File: config.mk
export PLATFORM = sky130hd
export DESIGN_NAME = fir_tdm_filter_flat
export DESIGN_NICKNAME = d
export VERILOG_FILES = /design/src/rtl/fir_tdm_filter_if.sv /design/src/rtl/fir_tdm_filter.sv /design/src/flat_wrapper.sv
export SDC_FILE = /design/constraint.sdc
export NUM_CORES = 1
export LEC_CHECK = 0
export BUFFER_PORTS_ARGS = -buffer_cell sky130_fd_sc_hd__buf_2
export CORE_ASPECT_RATIO = 1.25
export CORE_MARGIN = 2
export CORE_UTILIZATION = 50
export CTS_BUF_LIST = sky130_fd_sc_hd__clkbuf_8 sky130_fd_sc_hd__clkbuf_16
export DETAILED_ROUTE_END_ITERATION = 8
export PLACE_DENSITY_LB_ADDON = 0.05
export SKIP_LAST_GASP = 1
export SYNTH_ARGS = -nofsm -noshare
export SYNTH_HDL_FRONTEND = slang
export SYNTH_SLANG_ARGS = --single-unit
File: constraint.sdc
create_clock -name clk -period 8.8 [get_ports clk]
set_input_delay 0.44 -clock clk [delete_from_list [all_inputs] [get_ports clk]]
set_output_delay 0.44 -clock clk [all_outputs]
set_load 0.02 [all_outputs]
File: src/rtl/fir_tdm_filter_if.sv
// Sample, coefficient-write and result handshake bundle for fir_tdm_filter.
// master drives samples/coefficients and consumes results; slave is the filter.
interface fir_tdm_filter_if #(
  parameter int DATA_WIDTH  = 8,
  parameter int COEFF_WIDTH = 8,
  parameter int NUM_TAPS    = 4,
  parameter int OUT_WIDTH   = 12
);
  localparam int ADDR_W = (NUM_TAPS > 1) ? $clog2(NUM_TAPS) : 1;

  logic                          in_valid;
  logic                          in_ready;
  logic signed [DATA_WIDTH-1:0]  x_in;
  logic                          coef_we;
  logic [ADDR_W-1:0]             coef_addr;
  logic signed [COEFF_WIDTH-1:0] coef_data;
  logic                          out_valid;
  logic                          out_ready;
  logic signed [OUT_WIDTH-1:0]   y_out;
  logic                          sat;

  modport master (
    output in_valid, x_in, coef_we, coef_addr, coef_data, out_ready,
    input  in_ready, out_valid, y_out, sat
  );

  modport slave (
    input  in_valid, x_in, coef_we, coef_addr, coef_data, out_ready,
    output in_ready, out_valid, y_out, sat
  );
endinterface

File: src/rtl/fir_tdm_filter.sv
// Time-multiplexed FIR: one multiplier walks the taps, then the rounded and
// saturated sum is held in OUT until the consumer takes it.
module fir_tdm_filter #(
  parameter int DATA_WIDTH  = 8,
  parameter int COEFF_WIDTH = 8,
  parameter int NUM_TAPS    = 4,
  parameter int OUT_WIDTH   = 12,
  parameter int SHIFT       = 0
) (
  input  logic            clk,
  input  logic            reset,
  fir_tdm_filter_if.slave bus
);
  localparam int ADDR_W = $clog2(NUM_TAPS);
  localparam int PROD_W = DATA_WIDTH + COEFF_WIDTH;
  localparam int ACC_W  = PROD_W + $clog2(NUM_TAPS);
  localparam int SAT_W  = ACC_W + OUT_WIDTH + 1;

  localparam logic [1:0] IDLE = 2'd0;
  localparam logic [1:0] MAC  = 2'd1;
  localparam logic [1:0] OUT  = 2'd2;

  localparam logic [ADDR_W-1:0] LAST_IDX = ADDR_W'(NUM_TAPS - 1);
  localparam logic [ADDR_W:0]   TAP_CNT  = (ADDR_W + 1)'(NUM_TAPS);
  localparam logic signed [SAT_W-1:0] OUT_MAX =
    {{(SAT_W - OUT_WIDTH + 1){1'b0}}, {(OUT_WIDTH - 1){1'b1}}};
  localparam logic signed [SAT_W-1:0] OUT_MIN =
    {{(SAT_W - OUT_WIDTH + 1){1'b1}}, {(OUT_WIDTH - 1){1'b0}}};
  // Half an output LSB; collapses to zero when SHIFT is 0.
  localparam logic [SAT_W-1:0] RND_BIAS = (SAT_W'(1) << SHIFT) >> 1;

  logic [1:0]                    state_q, state_d;
  logic signed [DATA_WIDTH-1:0]  tap_q  [NUM_TAPS];
  logic signed [COEFF_WIDTH-1:0] coef_q [NUM_TAPS];
  logic signed [ACC_W-1:0]       acc_q, acc_d;
  logic [ADDR_W-1:0]             idx_q;
  logic signed [OUT_WIDTH-1:0]   y_q, y_d;
  logic                          sat_q, sat_d;

  logic signed [COEFF_WIDTH-1:0] coef_sel;
  logic signed [DATA_WIDTH-1:0]  tap_sel;
  logic signed [PROD_W-1:0]      prod;
  logic signed [SAT_W-1:0]       biased, shifted;
  logic                          accept, coef_wr;

  assign accept  = (state_q == IDLE) && bus.in_valid;
  assign coef_wr = (state_q == IDLE) && bus.coef_we && ({1'b0, bus.coef_addr} < TAP_CNT);

  always_comb begin
    coef_sel = coef_q[idx_q];
    tap_sel  = tap_q[idx_q];
    prod     = $signed({{DATA_WIDTH{coef_sel[COEFF_WIDTH-1]}}, coef_sel})
             * $signed({{COEFF_WIDTH{tap_sel[DATA_WIDTH-1]}}, tap_sel});
    acc_d    = acc_q + $signed({{(ACC_W - PROD_W){prod[PROD_W-1]}}, prod});
    // The final product is folded in here so y_out captures it on the last MAC edge.
    biased   = $signed({{(SAT_W - ACC_W){acc_d[ACC_W-1]}}, acc_d}) + $signed(RND_BIAS);
    shifted  = biased >>> SHIFT;
    if (shifted > OUT_MAX) begin
      y_d   = OUT_MAX[OUT_WIDTH-1:0];
      sat_d = 1'b1;
    end else if (shifted < OUT_MIN) begin
      y_d   = OUT_MIN[OUT_WIDTH-1:0];
      sat_d = 1'b1;
    end else begin
      y_d   = shifted[OUT_WIDTH-1:0];
      sat_d = 1'b0;
    end
  end

  always_comb begin
    state_d = state_q;
    case (state_q)
      IDLE:    if (accept) state_d = MAC;
      MAC:     if (idx_q == LAST_IDX) state_d = OUT;
      OUT:     if (bus.out_ready) state_d = IDLE;
      default: state_d = IDLE;
    endcase
  end

  always_ff @(posedge clk or posedge reset) begin
    if (reset) begin
      state_q <= IDLE;
      acc_q   <= '0;
      idx_q   <= '0;
      y_q     <= '0;
      sat_q   <= 1'b0;
      for (int unsigned k = 0; k < NUM_TAPS; k++) begin
        tap_q[k]  <= '0;
        coef_q[k] <= '0;
      end
      coef_q[0] <= COEFF_WIDTH'(1);
    end else begin
      state_q <= state_d;
      if (coef_wr) coef_q[bus.coef_addr] <= bus.coef_data;
      if (accept) begin
        tap_q[0] <= bus.x_in;
        for (int unsigned k = 1; k < NUM_TAPS; k++) tap_q[k] <= tap_q[k-1];
        acc_q <= '0;
        idx_q <= '0;
      end else if (state_q == MAC) begin
        acc_q <= acc_d;
        idx_q <= idx_q + ADDR_W'(1);
        if (idx_q == LAST_IDX) begin
          y_q   <= y_d;
          sat_q <= sat_d;
        end
      end
    end
  end

  assign bus.in_ready  = (state_q == IDLE);
  assign bus.out_valid = (state_q == OUT);
  assign bus.y_out     = y_q;
  assign bus.sat       = sat_q;
endmodule

File: src/flat_wrapper.sv
// flat-port wrapper written by rule: the top's interface ports become plain ports
module fir_tdm_filter_flat 
#(
  parameter int DATA_WIDTH  = 8,
  parameter int COEFF_WIDTH = 8,
  parameter int NUM_TAPS    = 4,
  parameter int OUT_WIDTH   = 12,
  parameter int SHIFT       = 0
)
  (clk, reset, bus_in_valid, bus_x_in, bus_coef_we, bus_coef_addr, bus_coef_data, bus_out_ready, bus_in_ready, bus_out_valid, bus_y_out, bus_sat);
  fir_tdm_filter_if #(.DATA_WIDTH(DATA_WIDTH), .COEFF_WIDTH(COEFF_WIDTH), .NUM_TAPS(NUM_TAPS), .OUT_WIDTH(OUT_WIDTH)) bus_i ();
  input  logic clk;
  input  logic reset;
  input wire logic [$bits(bus_i.in_valid)-1:0] bus_in_valid;
  input wire logic [$bits(bus_i.x_in)-1:0] bus_x_in;
  input wire logic [$bits(bus_i.coef_we)-1:0] bus_coef_we;
  input wire logic [$bits(bus_i.coef_addr)-1:0] bus_coef_addr;
  input wire logic [$bits(bus_i.coef_data)-1:0] bus_coef_data;
  input wire logic [$bits(bus_i.out_ready)-1:0] bus_out_ready;
  output wire logic [$bits(bus_i.in_ready)-1:0] bus_in_ready;
  output wire logic [$bits(bus_i.out_valid)-1:0] bus_out_valid;
  output wire logic [$bits(bus_i.y_out)-1:0] bus_y_out;
  output wire logic [$bits(bus_i.sat)-1:0] bus_sat;
  assign bus_i.in_valid = bus_in_valid;
  assign bus_i.x_in = bus_x_in;
  assign bus_i.coef_we = bus_coef_we;
  assign bus_i.coef_addr = bus_coef_addr;
  assign bus_i.coef_data = bus_coef_data;
  assign bus_i.out_ready = bus_out_ready;
  assign bus_in_ready = bus_i.in_ready;
  assign bus_out_valid = bus_i.out_valid;
  assign bus_y_out = bus_i.y_out;
  assign bus_sat = bus_i.sat;
  fir_tdm_filter #(.DATA_WIDTH(DATA_WIDTH), .COEFF_WIDTH(COEFF_WIDTH), .NUM_TAPS(NUM_TAPS), .OUT_WIDTH(OUT_WIDTH), .SHIFT(SHIFT)) u_core (.clk(clk), .reset(reset), .bus(bus_i));
endmodule
==> results of run 1 <==
## layout make-up
class	instances	area share
well taps	182	0.0279
repair buffers	42	0.0273
clock buffers	9	0.0276
clock inverters	7	0.00750
flip-flops and latches	99	0.303
multi-input cells	505	0.560
inverters	100	0.0462
## routing by layer
metal  up-vias  global-route usage
li1       2397                   -
met1      2581               0.278
met2       111               0.375
met3        32              0.0357
met4         0              0.0822
met5         -                   0
## kinds of logic after synthesis
family	Yosys count
compound gates	76
xor+xnor	18
fa+ha+maj	123
buf+inv	121
flops	99
mux	49
simple gates	239
## metrics by stage
| stage | cell area, sq um | hold slack [ps] | cells |
|---|---|---|---|
| after global routing | 8170 | 122 | 944 |
| after global placement | 7890 | 452 | 928 |
| after floorplan | 7520 | 441 | 725 |
| after CTS | 8170 | 103 | 944 |
| final | 8170 | 98.4 | 944 |
| after detailed placement | 7890 | 470 | 928 |
## path summary, 6_finish.rpt
path	start	to	slack [ps]	cells after the start
max in group asynchronous	reset	u_core.bus.y_out[7]	7490	3
hold reg to reg	u_core.tap_q[3]	u_core.tap_q[3]	480	2
hold / removal	reset	u_core.coef_q[18]	100	2
setup / recovery	u_core.idx_q[1]	u_core.bus.y_out[4]	1760	18
setup reg to reg	u_core.idx_q[1]	u_core.bus.y_out[4]	1760	18
min in group clk	bus_x_in[4]	u_core.tap_q[28]	270	3
## sequential cells by signal (all words and copies together), names as in the netlist
name	count
u_core.coef_q	32
u_core.tap_q	32
u_core.acc_q	18
u_core.bus.y_out	12
u_core.idx_q	2
u_core.state_q	2
u_core.bus.sat	1
## worst register-to-register path, delay by kind of cell (launching register included)
family	cells	cell delay [ps]
xor gates and xnor gates	1	190
buffers and inverters	2	210
and+or+nand+nor	1	650
AOI/OAI and AO/OA	7	1640
muxes	1	460
adders and majority gates	6	2850
DFF	1	900
## layout by cell type (no fill, tap or decap), drive strengths merged, types with 3 or more instances in the layout
| master | instances |
|---|---|
| o31ai | 4 |
| o2bb2ai | 5 |
| nor3 | 4 |
| nand3 | 16 |
| nand2 | 145 |
| a211oi | 3 |
| o211ai | 3 |
| nand2b | 4 |
| o21ai | 29 |
| clkbuf | 9 |
| buf | 42 |
| mux4 | 15 |
| o22ai | 8 |
| mux2 | 33 |
| dfrtp | 98 |
| and2 | 33 |
| a21oi | 13 |
| clkinv | 4 |
| inv | 102 |
| xnor2 | 13 |
| fa | 80 |
| xor2 | 5 |
| ha | 43 |
| nor2 | 26 |
==> summary.txt, run 1 <==
Outcome
  • Outcome: finished clean

Logic synthesis
  • Mapped Area: between 7000 and 8000 sq um
  • Distinct cells, synth: a little over 50
  • Register area share after synthesis: 0.330
  • Post-synthesis mux area share: 0.0957
  • Synth Area in XOR/XNOR: 0.0235
  • Most common library cells after synthesis: nand2_1, inv_1, dfrtp_1
  • Post-Syn Instances: between 700 and 800
  • Synth Area in Compound Gates: 0.0649
  • Cell taking the most area after synthesis: dfrtp_1
  • Largest family of logic cells by synthesized area: adder cells
  • Synthesized flop and latch total: 99
  • Yosys top cell area share: 0.326
  • Synth Area in Adders: 0.285
  • Synth async-reset ratio: 1.00
  • Syn Area/Cell: between 10 and 15 sq um
  • Main synth FF type: dfrtp_1
  • Total of warnings raised by yosys: 0
  • Simple-Gate Fraction of Synth Area: 0.140
  • Synth Net Count: 871
  • Count leader, synth: nand2_1
  • Most area-consuming cells after synthesis: dfrtp_1, fa_1, nand2_1
  • EDFF count, synth: 0

Cells and area
  • # diodes: 0
  • Fillers: ~1.3k
  • Fin nets: 903
  • Layout cell share with drive strength beyond 1: 0.154
  • Area occupied by multi-input gates: 4580 sq um
  • Final core utilization: 0.551
  • Synthesis-to-layout area growth: 8.67%
  • Storage cell area: approximately 2500 sq um

Drt
  • Vias/cell: approximately 5.4
  • Routed met3 length: roughly 480 um
  • Vias: ~5k
  • Top layer in use: met4
  • Metal-1 WL: 6980 um
  • Wire length on met2: 8100 um
  • ANT nets after route: 0
  • Wire per inst: roughly 17 um
  • Detailed Route WL: ~16000 um
  • TritonRoute pass-1 iters: 4
  • Drc violations: 0
  • Initial DRC Count: roughly 300

Clock network
  • Post-cts resize count: 0
  • Clock-pin slew on the worst setup and hold paths: roughly 70 ps
  • Root buf cell: clkbuf_16
  • Clock Sinks: roughly 100
  • Post-CTS Hold Fix Bufs: 0
  • TritonCTS clock tree: yes
  • # Post-CTS Setup Buffers: 0
  • Clock latency on the worst-skew pair: around 350 ps
  • CTS Buffer Depth: 2
  • TritonCTS buffer count: 9
  • CTS H-tree depth: 3

STA
  • Final Hold Fails: 0
  • Max-slew violations: 0
  • Setup Skew: around 7.8 ps
  • Tmin final: 7040 ps
  • TNS Setup: 0 ps
  • Worst setup margin: 1760 ps
  • Slew headroom: 0.295
  • Worst-Margin Slew: approximately 1100 ps
  • Max Freq: around 140 MHz
  • # setup viols final: 0
  • RSZ-0062 raised after global routing: no
  • Tcrit/Tclk final: 0.800

Global route
  • Largest net degree at the start of global routing: 66
  • First-pass GRT wire length: around 27000 um
  • GR Util All Layers: 0.218
  • Initial antenna violation count: 0
  • Number of global-route vias before repair: around 5.5k
  • Total grt overflow: 0

Critical path
  • CP max stage delay: approximately 900 ps
  • Critical Path Start Type: flop
  • Family with the most delay on the worst path: adder cells
  • Bufs and invs on worst path: 2
  • Worst EP required: ~9000 ps
  • Slowest CP cell: dfrtp_1
  • CP cell instances: mux4_2 > and2_1 > inv_1 > fa_1 > inv_1 > fa_1 > fa_1 > fa_1 > fa_1 > ha_1 > o211ai_1 > o211ai_1 > a21oi_2 > a211oi_1 > a211o_1 > xnor2_4 > o22ai_2 > o22ai_1
  • CP Capture Type: flop
  • Critical Path Most Common Cell: fa_1
  • Crit path kind: flop to flop
  • Crit-path max FO: 19
  • Critical Path AT: between 7000 and 8000 ps

Floorplan
  • Chip height: 141 um
  • Core Rows: 50
  • Die area: 16000 sq um
  • Die X: 114 um
  • # IOs: 38
  • Core area: approximately 15000 sq um
  • Initial Util: 0.507

Worst hold path
  • Hold Crit Class: primary input to async pin

Placement
  • DP HPWL: roughly 13000 um
  • DP Worst Slack: ~1700 ps
  • PortBufs: 37
  • GP Congestion: ~0.86

Run
  • Total of max-cap violations: 0
Power of run 1 is not shown: default switching activity piles up to over one toggle a cycle in this logic, so the estimate is an artifact.
==> run 2, diff against run 1 <==
Clock period 8.8 ns to 7.22 ns, I/O delays scaled along.
==> run 2 against run 1 <==
Core utilization is 0.24 points higher; global-route usage is 0.16 points lower; sequential share of layout area is 0.13 points lower; hold slack worse by 18 ps; die area stayed put; first-iteration DRC count is 14% higher; highest routed layer unchanged.
==> summary.txt, run 2 (synthesized netlist as in run 1, its figures left out) <==
STA
  • Tmin final: 6690 ps
  • TNS Setup: 0 ps
  • Worst setup margin: 532 ps
  • Tcrit/Tclk final: 0.926
  • # setup viols final: 0
  • Final Hold Fails: 0
  • Slew headroom: 0.307
  • Worst hold slack: around 80 ps
  • Worst-Margin Slew: 1040 ps
  • Max-slew violations: 0
  • Setup Skew: 12.1 ps
  • Max Freq: between 100 and 150 MHz
  • RSZ-0062 raised after global routing: no

Global route
  • Number of global-route vias before repair: 5270
  • GR Util All Layers: 0.217
  • Total grt overflow: 0
  • First-pass GRT wire length: roughly 27000 um
  • Initial antenna violation count: 0
  • Largest net degree at the start of global routing: 52

Critical path
  • Critical Path AT: 6900 ps
  • Crit path kind: flop to flop
  • Critical Path Most Common Cell: fa_1
  • Slowest CP cell: mux4_2
  • CP cell instances: buf_4 > mux4_2 > and2_1 > fa_1 > fa_1 > inv_1 > fa_1 > inv_1 > fa_1 > ha_1 > ha_1 > a21oi_1 > a21boi_1 > a21oi_2 > a211oi_1 > a211o_1 > xnor2_4 > o22ai_2 > o22ai_1
  • Worst EP required: 7430 ps
  • CP max stage delay: between 600 and 700 ps
  • Critical Path Start Type: flop
  • Crit-path max FO: 12
  • CP Capture Type: flop

Cells and area
  • Biggest regs: u_core.coef_q x32, u_core.tap_q x32, u_core.acc_q x18
  • Post-Layout Inst Area: ~8200 sq um
  • # diodes: 0
  • Fin nets: between 900 and 1k
  • Most frequent cells in the layout: nand2_1, inv_1, dfrtp_1
  • Fillers: ~1.3k
  • Synthesis-to-layout area growth: 9.15%
  • Commonest non-fill, non-tap cell in the layout: nand2_1
  • Layout cell share with drive strength beyond 1: 0.156

Floorplan
  • Die X: between 100 and 150 um
  • Initial Util: 0.507
  • Chip height: around 140 um
  • Core area: between 10000 and 15000 sq um
  • Core Rows: 50
  • Die area: ~16000 sq um
  • # IOs: 38

Placement
  • DP Worst Slack: roughly 470 ps
  • GP Congestion: approximately 0.90
  • DP HPWL: around 13000 um
  • Placed Area: between 7000 and 8000 sq um
  • PortBufs: 37

Clock network
  • TritonCTS clock tree: yes
  • Post-cts resize count: 0
  • # Post-CTS Setup Buffers: 0
  • Clock Sinks: 99
  • Root buf cell: clkbuf_16
  • CTS H-tree depth: 3
  • Clock latency on the worst-skew pair: around 360 ps
  • Clock-pin slew on the worst setup and hold paths: 80 ps
  • TritonCTS buffer count: 9
  • CTS Buffer Depth: 2
  • Post-CTS Hold Fix Bufs: 0

Run
  • Total of max-cap violations: 0

Drt
  • Drc violations: 0
  • Wire per inst: approximately 17 um
  • TritonRoute pass-1 iters: 5
  • Detailed Route WL: ~16000 um
  • Vias/cell: around 5.4
  • Vias: 5083
  • ANT nets after route: 0
  • Initial DRC Count: approximately 340

Worst hold path
  • Hold Crit Class: primary input to async pin

Outcome
  • Outcome: finished clean
run 2: critical path: cells and delay by family, from the launching register on:
family	cells	cell delay [ps]
simple gates	1	460
buf+inv	3	350
fa+ha+maj	6	2730
mux	1	630
xor+xnor	1	190
flops	1	510
compound gates	7	1680
run 2: metal layers:
layer / GRT usage / part of all wire / routed length, um / vias up
met5: 0 / 0 / 0 / -
met4: 0.0629 / 0.022 / 358 / 0
met3: 0.0331 / 0.032 / 520 / 22
met2: 0.365 / 0.50 / 7990 / 105
met1: 0.293 / 0.45 / 7210 / 2546
li1: - / - / - / 2410
run 2: metrics by stage:
step                utilization  std cells
floorplan                     -        725
global placement          0.533        931
detailed placement        0.533        931
CTS                       0.554        946
global route              0.554        946
finish                    0.554        946
run 2: final timing paths:
check / slack, ps / end / cells after the start / startpoint
worst max register to register: 530 / u_core.bus.y_out[8] / 19 / u_core.idx_q[0]
min in group clk: 190 / u_core.tap_q[26] / 3 / bus_x_in[2]
worst max-delay path: 530 / u_core.bus.y_out[8] / 19 / u_core.idx_q[0]
worst min register to register: 470 / u_core.tap_q[0] / 2 / u_core.tap_q[0]
worst min-delay path: 80 / u_core.coef_q[18] / 2 / reset
max in group asynchronous: 6040 / u_core.acc_q[1] / 3 / reset
run 2: area by class of cell:
type	instances	area [sq um]	area share
Sequential cell	99	2480	0.302
Multi-Input combinational cell	505	4580	0.558
Clock buffer	9	225	0.0274
Clock inverter	6	75.1	0.00915
Inverter	100	378	0.0460
Timing Repair Buffer	45	245	0.0299
Tap cell	182	228	0.0277
Power of run 2 is left out for the same reason.
==> run 3, diff against run 2 <==
Settings changed: CORE_UTILIZATION 50 to 54.
==> run 3 against run 2 <==
Sequential share of layout area is essentially flat; maximum frequency is 0.22% higher; register-to-register slack about the same; clock skew decreased by 0.62 ps; final area about the same; clock-buffer cell count is 1 higher; global-route usage increased by 2.6 points.
==> summary.txt, run 3 (synthesized netlist as in run 1, its figures left out) <==
Outcome
  • Outcome: finished clean

Drt
  • ANT nets after route: 0
  • Initial DRC Count: between 200 and 250
  • Vias/cell: 5.42
  • Drc violations: 0
  • Detailed Route WL: about 16000 um
  • Wire per inst: between 15 and 20 um
  • TritonRoute pass-1 iters: 4
  • Vias: roughly 5.1k

Clock network
  • Root buf cell: clkbuf_16
  • # Post-CTS Setup Buffers: 0
  • Post-CTS Hold Fix Bufs: 0
  • CTS H-tree depth: 3
  • Clock Sinks: 99
  • TritonCTS buffer count: 9
  • Post-cts resize count: 0
  • CTS Buffer Depth: 2
  • TritonCTS clock tree: yes
  • Clock-pin slew on the worst setup and hold paths: around 70 ps
  • Clock latency on the worst-skew pair: roughly 360 ps

Critical path
  • Worst EP required: between 7000 and 8000 ps
  • Critical Path AT: 6890 ps
  • Critical Path Start Type: flop
  • CP Capture Type: flop
  • Crit-path max FO: 20
  • Crit path kind: flop to flop

STA
  • Tmin final: roughly 6700 ps
  • TNS Setup: 0 ps
  • Worst-Margin Slew: around 1100 ps
  • Max Freq: ~150 MHz
  • Max-slew violations: 0
  • RSZ-0062 raised after global routing: no
  • Final Hold Fails: 0
  • Tcrit/Tclk final: 0.924
  • Slew headroom: 0.292
  • Setup Skew: between 10 and 15 ps
  • # setup viols final: 0

Floorplan
  • Core area: roughly 14000 sq um
  • Core Rows: 48
  • Initial Util: 0.549
  • Die area: 14900 sq um
  • Chip height: 136 um
  • Die X: around 110 um
  • # IOs: 38

Placement
  • PortBufs: 37
  • Placed Area: ~7900 sq um
  • GP Congestion: about 0.90
  • DP HPWL: 12800 um

Cells and area
  • Commonest non-fill, non-tap cell in the layout: nand2_1
  • Post-Layout Inst Area: 8210 sq um
  • Fin nets: 906
  • # diodes: 0
  • Fillers: around 1.2k
  • Final core utilization: 0.599
  • Biggest regs: u_core.coef_q x32, u_core.tap_q x32, u_core.acc_q x18
  • Layout cell share with drive strength beyond 1: 0.157
  • Most frequent cells in the layout: nand2_1, inv_1, dfrtp_1
  • Synthesis-to-layout area growth: 9.13%

Global route
  • Total grt overflow: 0
  • First-pass GRT wire length: 27200 um
  • GR Util All Layers: 0.243
  • Number of global-route vias before repair: approximately 5.4k
  • Largest net degree at the start of global routing: just under 60
  • Initial antenna violation count: 0

Worst hold path
  • Hold Crit Class: primary input to async pin

Run
  • Total of max-cap violations: 0
run 3: changes by cell type in the layout (fill, tap and decap cells not counted):
cell / previous run / this run
clkinv_4: 2 / 3
clkbuf_8: 0 / 1
inv_8: 1 / 2
inv_6: 1 / 0
buf_4: 8 / 7
buf_12: 0 / 1
bufinv_16: 1 / 0
run 3: final cells by class:
class,instances,area [sq um],share of cell area
Clock buffer,10,239,0.0291
Clock inverter,6,56.3,0.00686
Inverter,100,378,0.0460
Multi-Input combinational cell,505,4580,0.558
Sequential cell,99,2480,0.302
Tap cell,175,219,0.0267
Timing Repair Buffer,45,258,0.0314
run 3: stage by stage:
step	worst slack, ps	std cells	hold WS (ps)
finish	547	940	42.3
detailed placement	621	924	448
global placement	836	924	445
CTS	573	940	62.0
floorplan	954	725	441
global route	197	940	94.4
run 3: worst max-delay path, stage by stage, from the launching register on:
cell and delay [ps]:
dfrtp_1 370, buf_12 200, mux4_2 650, and2_1 470
fa_1 600, fa_1 510, inv_1 50, fa_1 480
inv_1 60, fa_1 470, ha_1 310, ha_1 380
a21oi_1 280, o211ai_1 190, a21oi_2 210, a211oi_1 100
a211o_1 350, xnor2_4 180, o22ai_2 470, o22ai_1 180
run 3: path summary, 6_finish.rpt:
kind,startpoint,endpoint,slack (ps),cells past startpoint
hold reg to reg,u_core.tap_q[6],u_core.tap_q[6],480,2
setup reg to reg,u_core.idx_q[0],u_core.bus.y_out[8],550,19
max in group asynchronous,reset,u_core.coef_q[16],6070,3
hold / removal,reset,u_core.tap_q[26],40,2
min in group clk,bus_out_ready,u_core.state_q[1],190,2
setup / recovery,u_core.idx_q[0],u_core.bus.y_out[8],550,19
run 3: layer usage:
layer,vias up,GRT usage,wire [um]
met5,-,0,0
li1,2400,-,-
met3,30,0.0297,436
met4,0,0.126,722
met2,81,0.409,8330
met1,2587,0.305,6740
Power of run 3 is left out for the same reason.
